### src/rtl/mult_pipe.sv
// mult_pipe -- pipelined WIDTH x WIDTH multiplier with valid/ready flow control.
//
// Pipeline layout (latency STAGES cycles, one product per cycle sustained):
//   stage 0          : registers a, b (and sgn when signed support is built)
//   stages 1..S-1    : stage 1 holds the partial products; the adder-tree
//                      levels are split evenly over the STAGES-1 register
//                      boundaries that follow it
//   stage S (p)      : the finished product
// A single global enable (en = !out_valid | out_ready) advances every stage at
// once, so a stall at the output freezes the whole pipe without losing data.
//
// Ports:
//   clk        rising-edge clock
//   rst        asynchronous active-high reset (clears valids and all data)
//   in_valid   operand pair on a/b/sgn is valid
//   in_ready   pipe accepts the pair this cycle (equals en)
//   a, b       WIDTH-bit multiplicand / multiplier
//   sgn        1 = two's-complement operands, 0 = unsigned
//   out_valid  p holds a valid product
//   out_ready  consumer takes p this cycle
//   p          2*WIDTH-bit registered product (holds when no new product)
//
// Configuration macro: MULT_PIPE_SIGNED_EN
//   defined   : sgn selects signed or unsigned multiplication per operand pair
//   undefined : sgn is ignored, all operands are unsigned, no sign logic built

module mult_pipe #(
    parameter int WIDTH  = 8,
    parameter int STAGES = 3
) (
    input  logic               clk,
    input  logic               rst,
    input  logic               in_valid,
    output logic               in_ready,
    input  logic [WIDTH-1:0]   a,
    input  logic [WIDTH-1:0]   b,
    input  logic               sgn,
    output logic               out_valid,
    input  logic               out_ready,
    output logic [2*WIDTH-1:0] p
);

    localparam int PW      = 2 * WIDTH;
    localparam int LVLS    = $clog2(WIDTH);
    localparam int NPOW    = 1 << LVLS;
    localparam int TREE_ST = STAGES - 1;

    typedef logic [PW-1:0]    word_t;
    typedef word_t [NPOW-1:0] vec_t;

    // Last tree level finished by the boundary after tree stage c.
    function automatic int level_end(input int c);
        return (c * LVLS) / TREE_ST;
    endfunction

    // Apply nlev pairwise-addition levels; results are compacted toward index 0.
    function automatic vec_t reduce_levels(input vec_t v, input int nlev);
        vec_t acc;
        vec_t nxt;
        acc = v;
        for (int l = 0; l < LVLS; l++) begin
            if (l < nlev) begin
                nxt = '0;
                for (int i = 0; i < NPOW / 2; i++) begin
                    nxt[i] = acc[2*i] + acc[2*i+1];
                end
                acc = nxt;
            end
        end
        return acc;
    endfunction

    function automatic word_t reduce_final(input vec_t v, input int nlev);
        vec_t r;
        r = reduce_levels(v, nlev);
        return r[0];
    endfunction

`ifdef MULT_PIPE_SIGNED_EN
    function automatic vec_t gen_pp(input logic [WIDTH-1:0] x,
                                    input logic [WIDTH-1:0] y,
                                    input logic             s);
        vec_t                 pp;
        logic signed [PW-1:0] x_ext;
        pp    = '0;
        x_ext = {{WIDTH{s & x[WIDTH-1]}}, x};
        for (int i = 0; i < WIDTH - 1; i++) begin
            if (y[i]) pp[i] = x_ext << i;
        end
        // The multiplier MSB weighs -2^(WIDTH-1) in two's complement, so its
        // partial product is negated; everything is summed modulo 2^PW.
        if (y[WIDTH-1]) pp[WIDTH-1] = (s ? -x_ext : x_ext) << (WIDTH - 1);
        return pp;
    endfunction
`else
    function automatic vec_t gen_pp(input logic [WIDTH-1:0] x,
                                    input logic [WIDTH-1:0] y);
        vec_t  pp;
        word_t x_ext;
        pp    = '0;
        x_ext = {{WIDTH{1'b0}}, x};
        for (int i = 0; i < WIDTH; i++) begin
            if (y[i]) pp[i] = x_ext << i;
        end
        return pp;
    endfunction

    logic unused_sgn;
    assign unused_sgn = sgn;
`endif

    logic             en;
    logic [STAGES:0]  vld_q, vld_d;
    logic [WIDTH-1:0] a_p0_q, a_p0_d;
    logic [WIDTH-1:0] b_p0_q, b_p0_d;
`ifdef MULT_PIPE_SIGNED_EN
    logic             sgn_p0_q, sgn_p0_d;
`endif
    vec_t             tree_q [1:TREE_ST];
    vec_t             tree_d [1:TREE_ST];
    word_t            p_q, p_d;

    always_comb begin
        en     = !vld_q[STAGES] || out_ready;
        vld_d  = vld_q;
        a_p0_d = a_p0_q;
        b_p0_d = b_p0_q;
`ifdef MULT_PIPE_SIGNED_EN
        sgn_p0_d = sgn_p0_q;
`endif
        tree_d = tree_q;
        p_d    = p_q;
        if (en) begin
            // A bubble simply shifts a 0 into the valid chain.
            vld_d = {vld_q[STAGES-1:0], in_valid};

            // ---- stage 0: operand capture ----
            a_p0_d = a;
            b_p0_d = b;
`ifdef MULT_PIPE_SIGNED_EN
            sgn_p0_d = sgn;

            // ---- stage 1: partial products ----
            tree_d[1] = gen_pp(a_p0_q, b_p0_q, sgn_p0_q);
`else
            // ---- stage 1: partial products ----
            tree_d[1] = gen_pp(a_p0_q, b_p0_q);
`endif

            // ---- stages 2..STAGES-1: adder-tree slices ----
            for (int c = 2; c <= TREE_ST; c++) begin
                tree_d[c] = reduce_levels(tree_q[c-1],
                                          level_end(c-1) - level_end(c-2));
            end

            // ---- stage STAGES: final tree slice into p ----
            // p only updates with a real product so it holds across bubbles.
            if (vld_q[STAGES-1]) begin
                p_d = reduce_final(tree_q[TREE_ST],
                                   level_end(TREE_ST) - level_end(TREE_ST-1));
            end
        end
    end

    always_ff @(posedge clk or posedge rst) begin
        if (rst) begin
            vld_q  <= '0;
            a_p0_q <= '0;
            b_p0_q <= '0;
`ifdef MULT_PIPE_SIGNED_EN
            sgn_p0_q <= 1'b0;
`endif
            for (int c = 1; c <= TREE_ST; c++) begin
                tree_q[c] <= '0;
            end
            p_q <= '0;
        end else begin
            vld_q  <= vld_d;
            a_p0_q <= a_p0_d;
            b_p0_q <= b_p0_d;
`ifdef MULT_PIPE_SIGNED_EN
            sgn_p0_q <= sgn_p0_d;
`endif
            tree_q <= tree_d;
            p_q    <= p_d;
        end
    end

    assign in_ready  = en;
    assign out_valid = vld_q[STAGES];
    assign p         = p_q;

endmodule

### config.mk
export PLATFORM = sky130hd
export DESIGN_NAME = mult_pipe
export DESIGN_NICKNAME = d
export VERILOG_FILES = /design/src/rtl/mult_pipe.sv
export SDC_FILE = /design/constraint.sdc
export NUM_CORES = 1
export LEC_CHECK = 0
export CAP_MARGIN = 20
export CORE_MARGIN = 8
export CORE_UTILIZATION = 60
export DETAILED_ROUTE_END_ITERATION = 8
export GPL_ROUTABILITY_DRIVEN = 0
export PLACE_DENSITY_LB_ADDON = 0.25
export RECOVER_POWER = 50
export SETUP_SLACK_MARGIN = 0.02
export SLEW_MARGIN = 25
export SYNTH_ARGS = -nofsm -noshare
export SYNTH_HDL_FRONTEND = slang
export SYNTH_SLANG_ARGS = --single-unit
export TNS_END_PERCENT = 20
### constraint.sdc
create_clock -name clk -period 4.5 [get_ports clk]
set_input_delay 0.45 -clock clk [delete_from_list [all_inputs] [get_ports clk]]
set_output_delay 0.45 -clock clk [all_outputs]
set_load 0.005 [all_outputs]
* Word-level counts from Yosys, hierarchy flattened
Cells that the tools add are included.
** Storage, ports and cells
- Register bits :: 228
- Latch bits :: 0
- RAM bits :: 0
- Memory bits (read-only) :: 0
- Bits of input ports :: 21
- Output and inout bits :: 18
- Logic and storage cells :: 36
- Memories kept :: 0
** Operators by class
- $add $sub $neg :: 7
- Multipliers :: 0
- Div/mod/pow operators :: 0
- $lt $le $gt $ge :: 0
- Eq/ne operators :: 0
- Shifts and indexed selects :: 0
- Mux-type cells :: 10
- Bitwise gates (word level) :: 0
- Reduce and logical (&&, ||, !) cells :: 3
** Operator list (number)
- $add 16x16->16 :: 7
- $mux 32 :: 2
- $mux 15 :: 1
- $mux 14 :: 1
- $mux 13 :: 1
- $mux 12 :: 1
- $mux 11 :: 1
- $mux 10 :: 1
- $mux 9 :: 1
- $mux 8 :: 1
- $reduce_and 2->1 :: 1
- $logic_not 1->1 :: 1
- $logic_or 1x1->1 :: 1

* Depth between registers and ports, before layout
Gate-level depths: netlist of run 1.
- Word-level depth :: 4
- Gate-level depth with buffers :: 17
- Depth with buffers taken out :: 17

* Worst setup path after synthesis of run 1
Ideal clock, no wire load.
- Kind :: flip-flop to flip-flop
- From :: register tree_q[2] in the netlist's numbering
- To :: register p_q[12] (netlist: p[12])
- Library setup time :: 125 ps
- Data arrival time :: 2833 ps
- Setup slack :: 1542 ps
- Stages on the path, launching flop included :: 18
- Buffers on the path :: 0
- Cell sequence :: dfrtp_1 > ha_1 > inv_1 > fa_1 > nor2b_1 > o21ai_0 > nand2b_1 > a21o_1 > a21oi_1 > xnor2_1 > ha_1 > o21ai_0 > nor2_1 > o31a_1 > o21ai_1 > nand2b_1 > xor2_1 > mux2_2
** On the way
- Word-level cells in the longest chain between the ends :: 4
** RTL lines
- from (decl) :: RTL line 119 : vec_t tree_q [1:TREE_ST];
- from (signal assigned) :: RTL line 184 : tree_q <= tree_d;
- $add 16x16->16 :: RTL line 65 : nxt[i] = acc[2*i] + acc[2*i+1];
- $mux 32 :: RTL line 158 : if (vld_q[STAGES-1]) begin
- $mux 32 :: RTL line 133 : if (en) begin
- $add 16x16->16 :: RTL line 65
- to (signal assigned) :: RTL line 185 : p_q <= p_d;
- to (decl) :: RTL line 121 : word_t p_q, p_d;
No other way between the ends. The select of a mux whose other input is x is not followed.
A chain may end at the register's enable or synchronous reset.

* Worst setup path after layout of run 1
- From :: register tree_q[3] in the netlist's numbering
- To :: register p_q[15] (netlist: p[15])
Same word-level chain as after synthesis.

==> flow_summary_export.csv, run 1 <==
group,metric,value,unit
status,run_status,"finished, violations left",
status,violations,"max-capacitance violations, max-slew violations",
power,swShare,39.46,%
finish,nNetsFinal,921,
critical_path,crit_family,"compound AO/OA/AOI/OAI gates",
critical_path,arrival,3.63,ns
clock_tree,cts_hold_buf,0,
power,p_sw,0.002796,W
die,core,0.01206,sq mm
drt,drc,0,
sta,fin_skew,0.009286,ns
clock_tree,cts_root_buffer,"clkbuf_16",
grt,grt_pass1_wl,26830,microns
min_path,min_path_type,"flip-flop to flip-flop",
grt,grt_usage,20.64,%
clock_tree,cts_tree,"built",
logic_synthesis,ys_types,41,
grt,gr-total-overflow,0,
logic_synthesis,synth_xor_area_share,4.234,%
die,die_w,127.4,microns
sta,min_period,3.367,ns
sta,setup_violations,0,
clock_tree,clk_pin_slew,0.06,ns
drt,drt_iter0_drc,449,
sta,max_freq,0.2970,GHz
die,die-area,0.01623,sq mm
critical_path,crit_buf_inv,0,
clock_tree,cts_buffers,17,
logic_synthesis,synth_fa_ha_area_share,10.79,%
critical_path,slowest_stage,"dfrtp_1",
finish,layout-drive-gt1-share,6.565,%
logic_synthesis,ys_seq_elements,140,
logic_synthesis,yosys.area_share.simple,22.06,%
drt,vias_per_cell,5.663,
logic_synthesis,synth_edf_count,0,
power,p_leak,4.257,nW
logic_synthesis,netlist_area,0.007447,sq mm
logic_synthesis,synth_top_family_by_area,"simple AND/OR/NAND/NOR gates",
sta,relSlewSlack,-97.91,%
die,die_y,127.4,microns
power,cellPowerDensity,831.4,mW/mm^2
grt,grt_antenna_before_repair,0,
sta,hold_violations,0,
power,clkPwrFrac,21.6,%
clock_tree,cts_resized,0,
flow_run,maxCapViolations,1,
critical_path,crit_top_cell,"a21oi_1",
sta,rsz0062_at_grt,"false",
critical_path,crit_path_max_incr_delay,0.38,ns
sta,drv_slew,68,
clock_tree,cts_setup_buffers,0,
logic_synthesis,syn_nets,906,
drt,num_vias,5782,
die,ioPinCount,39,
logic_synthesis,muxShareOfSynthArea,0.9073,%
critical_path,worstPathRequired,4.77,ns
sta,holdWs,0.4651,ns
logic_synthesis,yosysSeqAreaShare,47.04,%
drt,wl,15760,microns
clock_tree,cts_sinks,140,
critical_path,crit_chain,"ha_1, a21o_1, a21oi_1, nor2b_1, nor2_1, o21ai_0, a21oi_1, xnor2_1, ha_1, o21ai_0, nor3_1, o31ai_1, a21oi_1, nand3_1, xnor2_1, o21ai_1",
drt,first_pass_iters,5,
finish,insertedDiodeCount,0,
critical_path,startpoint_type,"flip-flop",
logic_synthesis,synth_flop_cell,"dfrtp_1",
logic_synthesis,synth_area_per_cell,9.027,sq um
sta,timing.final.crit_share,74.83,%
logic_synthesis,synth_cells,825,
grt,grt_max_degree,91,
finish,area_growth,14.45,%
logic_synthesis,yosysWarnings,0,
placement,port_buffers,37,
sta,worst_pin_slew,2.952,ns
sta,fin_setup_tns,0,ns
clock_tree,clock_latency,0.42,ns
drt,wl_per_cell,15.44,microns
clock_tree,clockBufferDepth,2,
power,comb_power_share,47.8,%
clock_tree,htreeDepth,4,
placement,dp_hpwl,10340,microns
grt,grt_pass1_vias,5652,
critical_path,critical_path_class,"flip-flop to flip-flop",
power,intPower,0.004290,W
critical_path,cp-end-kind,"flip-flop",
critical_path,regToRegSetupSlack,1.13,ns
power,seqPwrFrac,30.6,%
power,ir_drop,550.4,uV
logic_synthesis,synthArstFlopShare,100.0,%
die,start_util,61.74,%
die,rows,40,
critical_path,cp_max_fo,5,
logic_synthesis,synth_compound_area_share,10.92,%
drt,ant_nets,0,
synthesized netlist by cell type (all sizes together) (8+ instances only):
cell type,number,area share [%]
nor2b,11,0.92
clkbuf,32,1.6
a21o,10,1.0
ha,53,8.9
nand3,67,4.5
dfrtp,140,47
o21ai,43,2.9
inv,30,1.5
nand2,222,11
xor2,17,2.0
nor3b,8,0.81
nor2,30,1.5
nand2b,12,1.0
xnor2,19,2.2
a21oi,48,3.3
nor3,8,0.54
buf,14,0.92
registers in the layout, indices dropped and copies added (netlist names):
signal	cells
tree_q	104
p	16
a_p0_q	8
b_p0_q	8
vld_q	4
per-layer routing:
metal  share of wire, %  global-route usage (%)  vias up
met5                  0                       0        -
met3                5.8                   4.950       35
li1                   -                       -     2797
met2                 47                   32.50      175
met4                2.1                   8.328        0
met1                 45                   26.95     2775
kinds of logic after synthesis:
family / Yosys count
buffers and inverters: 76
AO/OA/AOI/OAI: 134
AND/OR/NAND/NOR: 373
adder cells (fa/ha/maj): 60
multiplexers: 6
flip-flops: 140
XOR/XNOR: 36
cell type report:
cell class | count | area (sq um)
Clock buffer | 20 | 456.7
Clock inverter | 12 | 191.4
Fill cell | 901 | 3538
Inverter | 30 | 116.4
Multi-Input combinational cell | 609 | 3642
Sequential cell | 140 | 3503
Tap cell | 168 | 210.2
Timing Repair Buffer | 42 | 402.9
cell usage in the layout, fill, tap and decap left out, types with 5 or more instances in the layout:
master / Yosys / routed
nor3b_1: 8 / 8
or2_2: 5 / 5
nand2_1: 221 / 221
xnor2_1: 19 / 19
a21oi_1: 47 / 47
ha_1: 53 / 53
mux2_2: 6 / 6
fa_1: 7 / 7
nand2b_1: 12 / 12
nor2_1: 30 / 30
a21o_1: 10 / 10
nand3_1: 67 / 67
clkinv_2: 0 / 5
clkdlybuf4s50_1: 0 / 35
dfrtp_1: 140 / 140
o22ai_1: 5 / 5
nor3_1: 8 / 8
xor2_1: 17 / 17
inv_1: 29 / 28
o31ai_1: 7 / 7
o21ai_0: 39 / 39
clkbuf_16: 0 / 17
bufinv_16: 0 / 5
nor2b_1: 11 / 11
worst paths after layout:
check,startpoint,cells after the start,end
setup / recovery,tree_q[3],16,p[15]
hold / removal,tree_q[0],2,tree_q[0]
setup reg to reg,tree_q[3],16,p[15]
hold reg to reg,tree_q[0],2,tree_q[0]
max in group asynchronous,rst,3,tree_q[168]
min in group asynchronous,rst,2,p[3]
worst reg2reg max path: stages, from the launching register on:
cell     delay, ns
dfrtp_1       0.38
ha_1          0.28
a21o_1        0.18
a21oi_1       0.23
nor2b_1       0.08
nor2_1        0.14
o21ai_0       0.17
a21oi_1       0.23
xnor2_1       0.09
ha_1          0.37
o21ai_0       0.13
nor3_1        0.23
o31ai_1       0.13
a21oi_1       0.22
nand3_1       0.12
xnor2_1       0.16
o21ai_1       0.07
power by group through the flow:
stage	Combinational [W]	Sequential [W]	Clock, W
final	0.00339	0.00217	0.00153
after global placement	0.00320	0.00214	0
after CTS	0.00339	0.00216	0.00154
after floorplan	0.00272	0.00199	0
after global routing	0.00382	0.00223	0.00161
after detailed placement	0.00333	0.00217	0
stage by stage:
stage          area [sq um]  setup slack, ns  instances  total power (W)  util [%]
6_report               8523            1.133       1021         0.007086     70.66
3_3_place_gp           7891            1.335        989         0.005338     65.43
4_1_cts                8539            1.223       1021         0.007095     70.80
3_5_place_dp           7891            1.237        989         0.005500     65.43
2_1_floorplan          7447           0.2971        825         0.004704         -
5_1_grt                8523           0.4645       1021         0.007658     70.66
Power figures use the tool's default switching activity.
==> run 2: changes to the inputs <==
Clock period 4.5 ns to 3.4 ns, I/O delays scaled along.
==> flow_summary_export.csv, run 2 (synthesis results as in run 1) <==
group,metric,value,unit
status,run_status,"finished, violations left",
status,violations,"max-capacitance violations, max-slew violations",
critical_path,slowest_stage,"dfrtp_1",
min_path,min_path_type,"input pin to flip-flop",
power,p_leak,4.222,nW
placement,dp_hpwl,10260,microns
finish,layout-drive-gt1-share,6.808,%
drt,drc,0,
critical_path,crit_chain,"ha_1, inv_1, fa_2, nor2b_1, o21ai_0, nand2b_1, a21o_1, a21oi_2, xnor2_1, ha_1, o21ai_1, nor2_1, o31a_1, o21ai_1, nand2b_1, xor2_1, mux2_2",
critical_path,critical_path_class,"flip-flop to flip-flop",
min_path,hold_path_depth,3,
critical_path,reg2reg_to,"p[12]",
grt,grt_usage,20.16,%
sta,min_period,3.187,ns
critical_path,cp-end-kind,"flip-flop",
die,die_y,127.4,microns
finish,nNetsFinal,924,
sta,fin_setup_tns,0,ns
finish,mostFrequentLayoutCells,"221 x nand2_1, 140 x dfrtp_1, 67 x nand3_1, 53 x ha_1, 44 x a21oi_1",
grt,grt_antenna_before_repair,0,
clock_tree,clk_pin_slew,0.05,ns
placement,dp_cells,988,
finish,fillers,919,
drt,num_vias,5698,
finish,largest_reg_flops,104,
clock_tree,htreeDepth,4,
power,cellPowerDensity,1093,mW/mm^2
die,core,0.01206,sq mm
finish,stdcell_count,1020,
critical_path,r2r-start,"tree_q[2]",
clock_tree,cts_buffers,17,
placement,placed_cell_area,0.007920,sq mm
clock_tree,cts_sinks,140,
finish,area_growth,13.79,%
drt,drt_iter0_drc,480,
sta,hold_violations,0,
finish,layout_commonest_cell,"nand2_1",
critical_path,critPathLaunch,"tree_q[2]",
sta,rsz0062_at_grt,"false",
sta,worst_pin_slew,1.886,ns
grt,grt_max_degree,141,
finish,fin_area,0.008474,sq mm
critical_path,arrival,3.49,ns
grt,grt_pass1_vias,5565,
drt,wl_per_cell,15.22,microns
critical_path,r2r_cells,17,
drt,vias_per_cell,5.586,
critical_path,cp_max_fo,5,
die,die-area,0.01623,sq mm
sta,drv_slew,141,
clock_tree,cts_root_buffer,"clkbuf_16",
grt,gr-total-overflow,0,
die,ioPinCount,39,
clock_tree,cts_hold_buf,0,
critical_path,endpoint,"p[12]",
clock_tree,clock_latency,0.42,ns
power,ir_drop,644.8,uV
die,rows,40,
finish,largest-register,"tree_q",
critical_path,worstPathRequired,3.70,ns
drt,ant_nets,0,
sta,fin_skew,0.007780,ns
clock_tree,cts_tree,"built",
die,start_util,61.74,%
critical_path,regToRegSetupSlack,0.21,ns
sta,setup_violations,0,
flow_run,maxCapViolations,1,
sta,timing.final.crit_share,93.73,%
critical_path,crit_path_max_incr_delay,0.38,ns
clock_tree,clockBufferDepth,2,
placement,port_buffers,37,
drt,first_pass_iters,6,
drt,wl,15530,microns
sta,max_freq,0.3138,GHz
grt,grt_pass1_wl,26280,microns
sta,relSlewSlack,-25.70,%
critical_path,startpoint_type,"flip-flop",
finish,insertedDiodeCount,0,
die,die_w,127.4,microns
[run 2: cell count changes in the layout (fill, tap and decap cells not counted), sizes merged]
cell / change
clkbuf: +5
buf: +4
inv: -2
clkdlybuf4s50: +1
bufinv: -5
clkinv: -3
dlygate4sd3: -1
[run 2: how the worst min path moves through the flow]
stage | from | endpoint | slack, ns
3_5_place_dp | vld_q[1] | vld_q[1] | 0.46
6_report | b[0] | b_p0_q[0] | 0.45
3_3_place_gp | tree_q[1] | tree_q[1] | 0.45
5_1_grt | b[3] | b_p0_q[3] | 0.47
4_1_cts | b[0] | b_p0_q[0] | 0.43
2_1_floorplan | tree_q[0] | tree_q[0] | 0.43
[run 2: layout make-up]
cell class                 instances  area (sq um)  share of cell area [%]
tap                              168         210.2                   2.480
timing repair buffer              45         455.4                   5.374
multi-input combinational        609          3669                   43.29
clock buffer                      26         509.2                   6.009
sequential                       140          3503                   41.34
clock inverter                     2         10.01                  0.1181
inverter                          30         117.6                   1.388
[run 2: stage by stage]
step / setup slack [ns] / hold WS, ns / power, W / utilization [%]
global route: 0.03318 / 0.4674 / 0.01002 / 70.26
detailed placement: 0.1799 / 0.4571 / 0.007332 / 65.66
floorplan: 0.4423 / 0.4348 / 0.006227 / -
CTS: 0.1756 / 0.4332 / 0.009036 / 69.97
global placement: 0.2330 / 0.4460 / 0.007100 / 65.66
finish: 0.2131 / 0.4481 / 0.009260 / 70.26
[run 2: critical path, delay by kind of cell, from the launching register on]
| family | cells | cell delay [ns] |
|---|---|---|
| fa+ha+maj | 3 | 0.72 |
| xor+xnor | 2 | 0.28 |
| compound gates | 6 | 1.06 |
| mux | 1 | 0.25 |
| simple gates | 4 | 0.33 |
| buf+inv | 1 | 0.07 |
| flops | 1 | 0.38 |
[run 2: repair_timing]
item                                    4_1_cts  5_1_grt
resized for setup                             0        6
buffers inserted                              0        4
endpoints found under the setup margin        0        4
[run 2: where the power goes]
group	internal (W)	switching [W]	total [W]
logic	0.00221	0.00254	0.00475
registers	0.00232	0.000544	0.00286
clock network	0.00101	0.000642	0.00165
[run 2: routing by layer]
metal	wire (microns)	vias up	global-route usage, %
met2	7322	117	31.81
met3	642	28	4.409
met1	7245	2752	26.25
met5	0	-	0
li1	-	2801	-
met4	318	0	8.747
==> run 3: changes to the inputs <==
Settings changed: SKIP_LAST_GASP from default to 1.
==> flow_summary_export.csv, run 3 (synthesis results as in run 1) <==
group,metric,value,unit
drt,wl_per_cell,15.21,microns
critical_path,worstPathRequired,3.70,ns
critical_path,cp_max_fo,4,
sta,fin_skew,0.008726,ns
clock_tree,cts_buffers,17,
critical_path,r2r_cells,16,
power,swShare,40.19,%
sta,timing.final.crit_share,94.30,%
clock_tree,htreeDepth,4,
placement,dp_hpwl,10260,microns
drt,first_pass_iters,5,
drt,wl,15520,microns
critical_path,endpoint,"p[12]",
finish,largest-register,"tree_q",
critical_path,critical_path_class,"flip-flop to flip-flop",
drt,drc,0,
critical_path,arrival,3.50,ns
power,clkPwrFrac,17.9,%
sta,setup_violations,0,
finish,fillers,920,
critical_path,cp-end-kind,"flip-flop",
finish,nNetsFinal,924,
clock_tree,clock_latency,0.42,ns
min_path,min_path_type,"input pin to flip-flop",
sta,worst_pin_slew,2.235,ns
power,seqPwrFrac,31.0,%
drt,ant_nets,0,
die,rows,40,
critical_path,reg2reg_to,"p[12]",
status,run_status,"finished, violations left",
power,comb_power_share,51.2,%
clock_tree,cts_sinks,140,
clock_tree,cts_root_buffer,"clkbuf_16",
grt,grt_pass1_vias,5565,
sta,hold_violations,0,
finish,mostFrequentLayoutCells,"221 x nand2_1, 140 x dfrtp_1, 67 x nand3_1, 53 x ha_1, 45 x a21oi_1",
placement,port_buffers,37,
sta,fin_setup_tns,0,ns
finish,largest_reg_flops,104,
critical_path,regToRegSetupSlack,0.19,ns
sta,max_freq,0.3119,GHz
clock_tree,clk_pin_slew,0.05,ns
flow_run,maxCapViolations,2,
sta,relSlewSlack,-49.00,%
sta,min_period,3.206,ns
power,ir_drop,669.0,uV
die,die_y,127.4,microns
drt,vias_per_cell,5.584,
critical_path,startpoint_type,"flip-flop",
grt,grt_max_degree,141,
power,p_leak,4.220,nW
grt,grt_usage,20.16,%
die,die-area,0.01623,sq mm
die,ioPinCount,39,
finish,stdcell_count,1020,
critical_path,r2r-start,"tree_q[3]",
finish,layout_commonest_cell,"nand2_1",
clock_tree,cts_hold_buf,0,
clock_tree,cts_tree,"built",
drt,drt_iter0_drc,438,
grt,grt_pass1_wl,26280,microns
die,die_w,127.4,microns
finish,insertedDiodeCount,0,
finish,layout-drive-gt1-share,6.690,%
grt,gr-total-overflow,0,
sta,rsz0062_at_grt,"true",
power,intPower,0.005526,W
grt,grt_antenna_before_repair,0,
clock_tree,clockBufferDepth,2,
status,violations,"max-capacitance violations, max-slew violations",
die,core,0.01206,sq mm
critical_path,critPathLaunch,"tree_q[3]",
finish,area_growth,13.56,%
power,cellPowerDensity,1092,mW/mm^2
sta,drv_slew,258,
power,p_sw,0.003713,W
finish,post-route-util,70.11,%
placement,dp_cells,988,
die,start_util,61.74,%
drt,num_vias,5696,
run 3: final cells by class:
type	count	area (sq um)	share of cell area [%]
multi-input combinational	609	3665	43.33
inverter	30	118.9	1.406
sequential	140	3503	41.43
tap	168	210.2	2.486
clock buffer	26	509.2	6.022
clock inverter	2	10.01	0.1184
timing repair buffer	45	440.4	5.208
run 3: through the flow:
step | setup slack [ns] | instance area [sq um] | total power (W) | hold slack [ns]
floorplan | 0.4423 | 7451 | 0.006227 | 0.4348
global route | -0.02697 | 8457 | 0.01000 | 0.4674
CTS | 0.1756 | 8439 | 0.009036 | 0.4332
global placement | 0.2330 | 7920 | 0.007100 | 0.4460
finish | 0.1939 | 8457 | 0.009239 | 0.4482
detailed placement | 0.1799 | 7920 | 0.007332 | 0.4571
run 3: what timing repair did:
action	4_1_cts	5_1_grt
setup buffers	0	4
resized for setup	0	4
endpoints found under the setup margin	0	4
run 3: power by group through the flow:
| stage | Combinational (W) | Sequential, W | Clock [W] |
|---|---|---|---|
| after floorplan | 0.00360 | 0.00263 | 0 |
| after CTS | 0.00451 | 0.00286 | 0.00167 |
| after global placement | 0.00426 | 0.00284 | 0 |
| after detailed placement | 0.00445 | 0.00288 | 0 |
| final | 0.00473 | 0.00286 | 0.00165 |
| after global routing | 0.00533 | 0.00294 | 0.00173 |
run 3: how the worst min path moves through the flow:
stage,to,slack [ns],depth (start not counted),from
after floorplan,tree_q[0],0.43,2,tree_q[0]
after global placement,tree_q[1],0.45,2,tree_q[1]
after detailed placement,vld_q[1],0.46,2,vld_q[1]
after CTS,b_p0_q[0],0.43,3,b[0]
after global routing,b_p0_q[3],0.47,3,b[3]
final,b_p0_q[0],0.45,3,b[0]
run 3: worst max-delay path, stage by stage (launching register included):
cell,delay [ns]
dfrtp_1,0.38
ha_1,0.29
a21o_1,0.18
a21oi_1,0.21
nor2b_1,0.09
nor2_1,0.13
nor2b_1,0.06
nor2_1,0.12
xnor2_1,0.14
ha_1,0.30
o21ai_0,0.18
nor2_1,0.10
o31a_1,0.32
o21ai_1,0.13
nand2b_1,0.08
xor2_1,0.14
mux2_2,0.25
run 3: metal layers:
| layer | routed length, microns | GRT usage (%) |
|---|---|---|
| met4 | 315 | 8.747 |
| met5 | 0 | 0 |
| met3 | 722 | 4.409 |
| met1 | 7145 | 26.25 |
| met2 | 7334 | 31.81 |
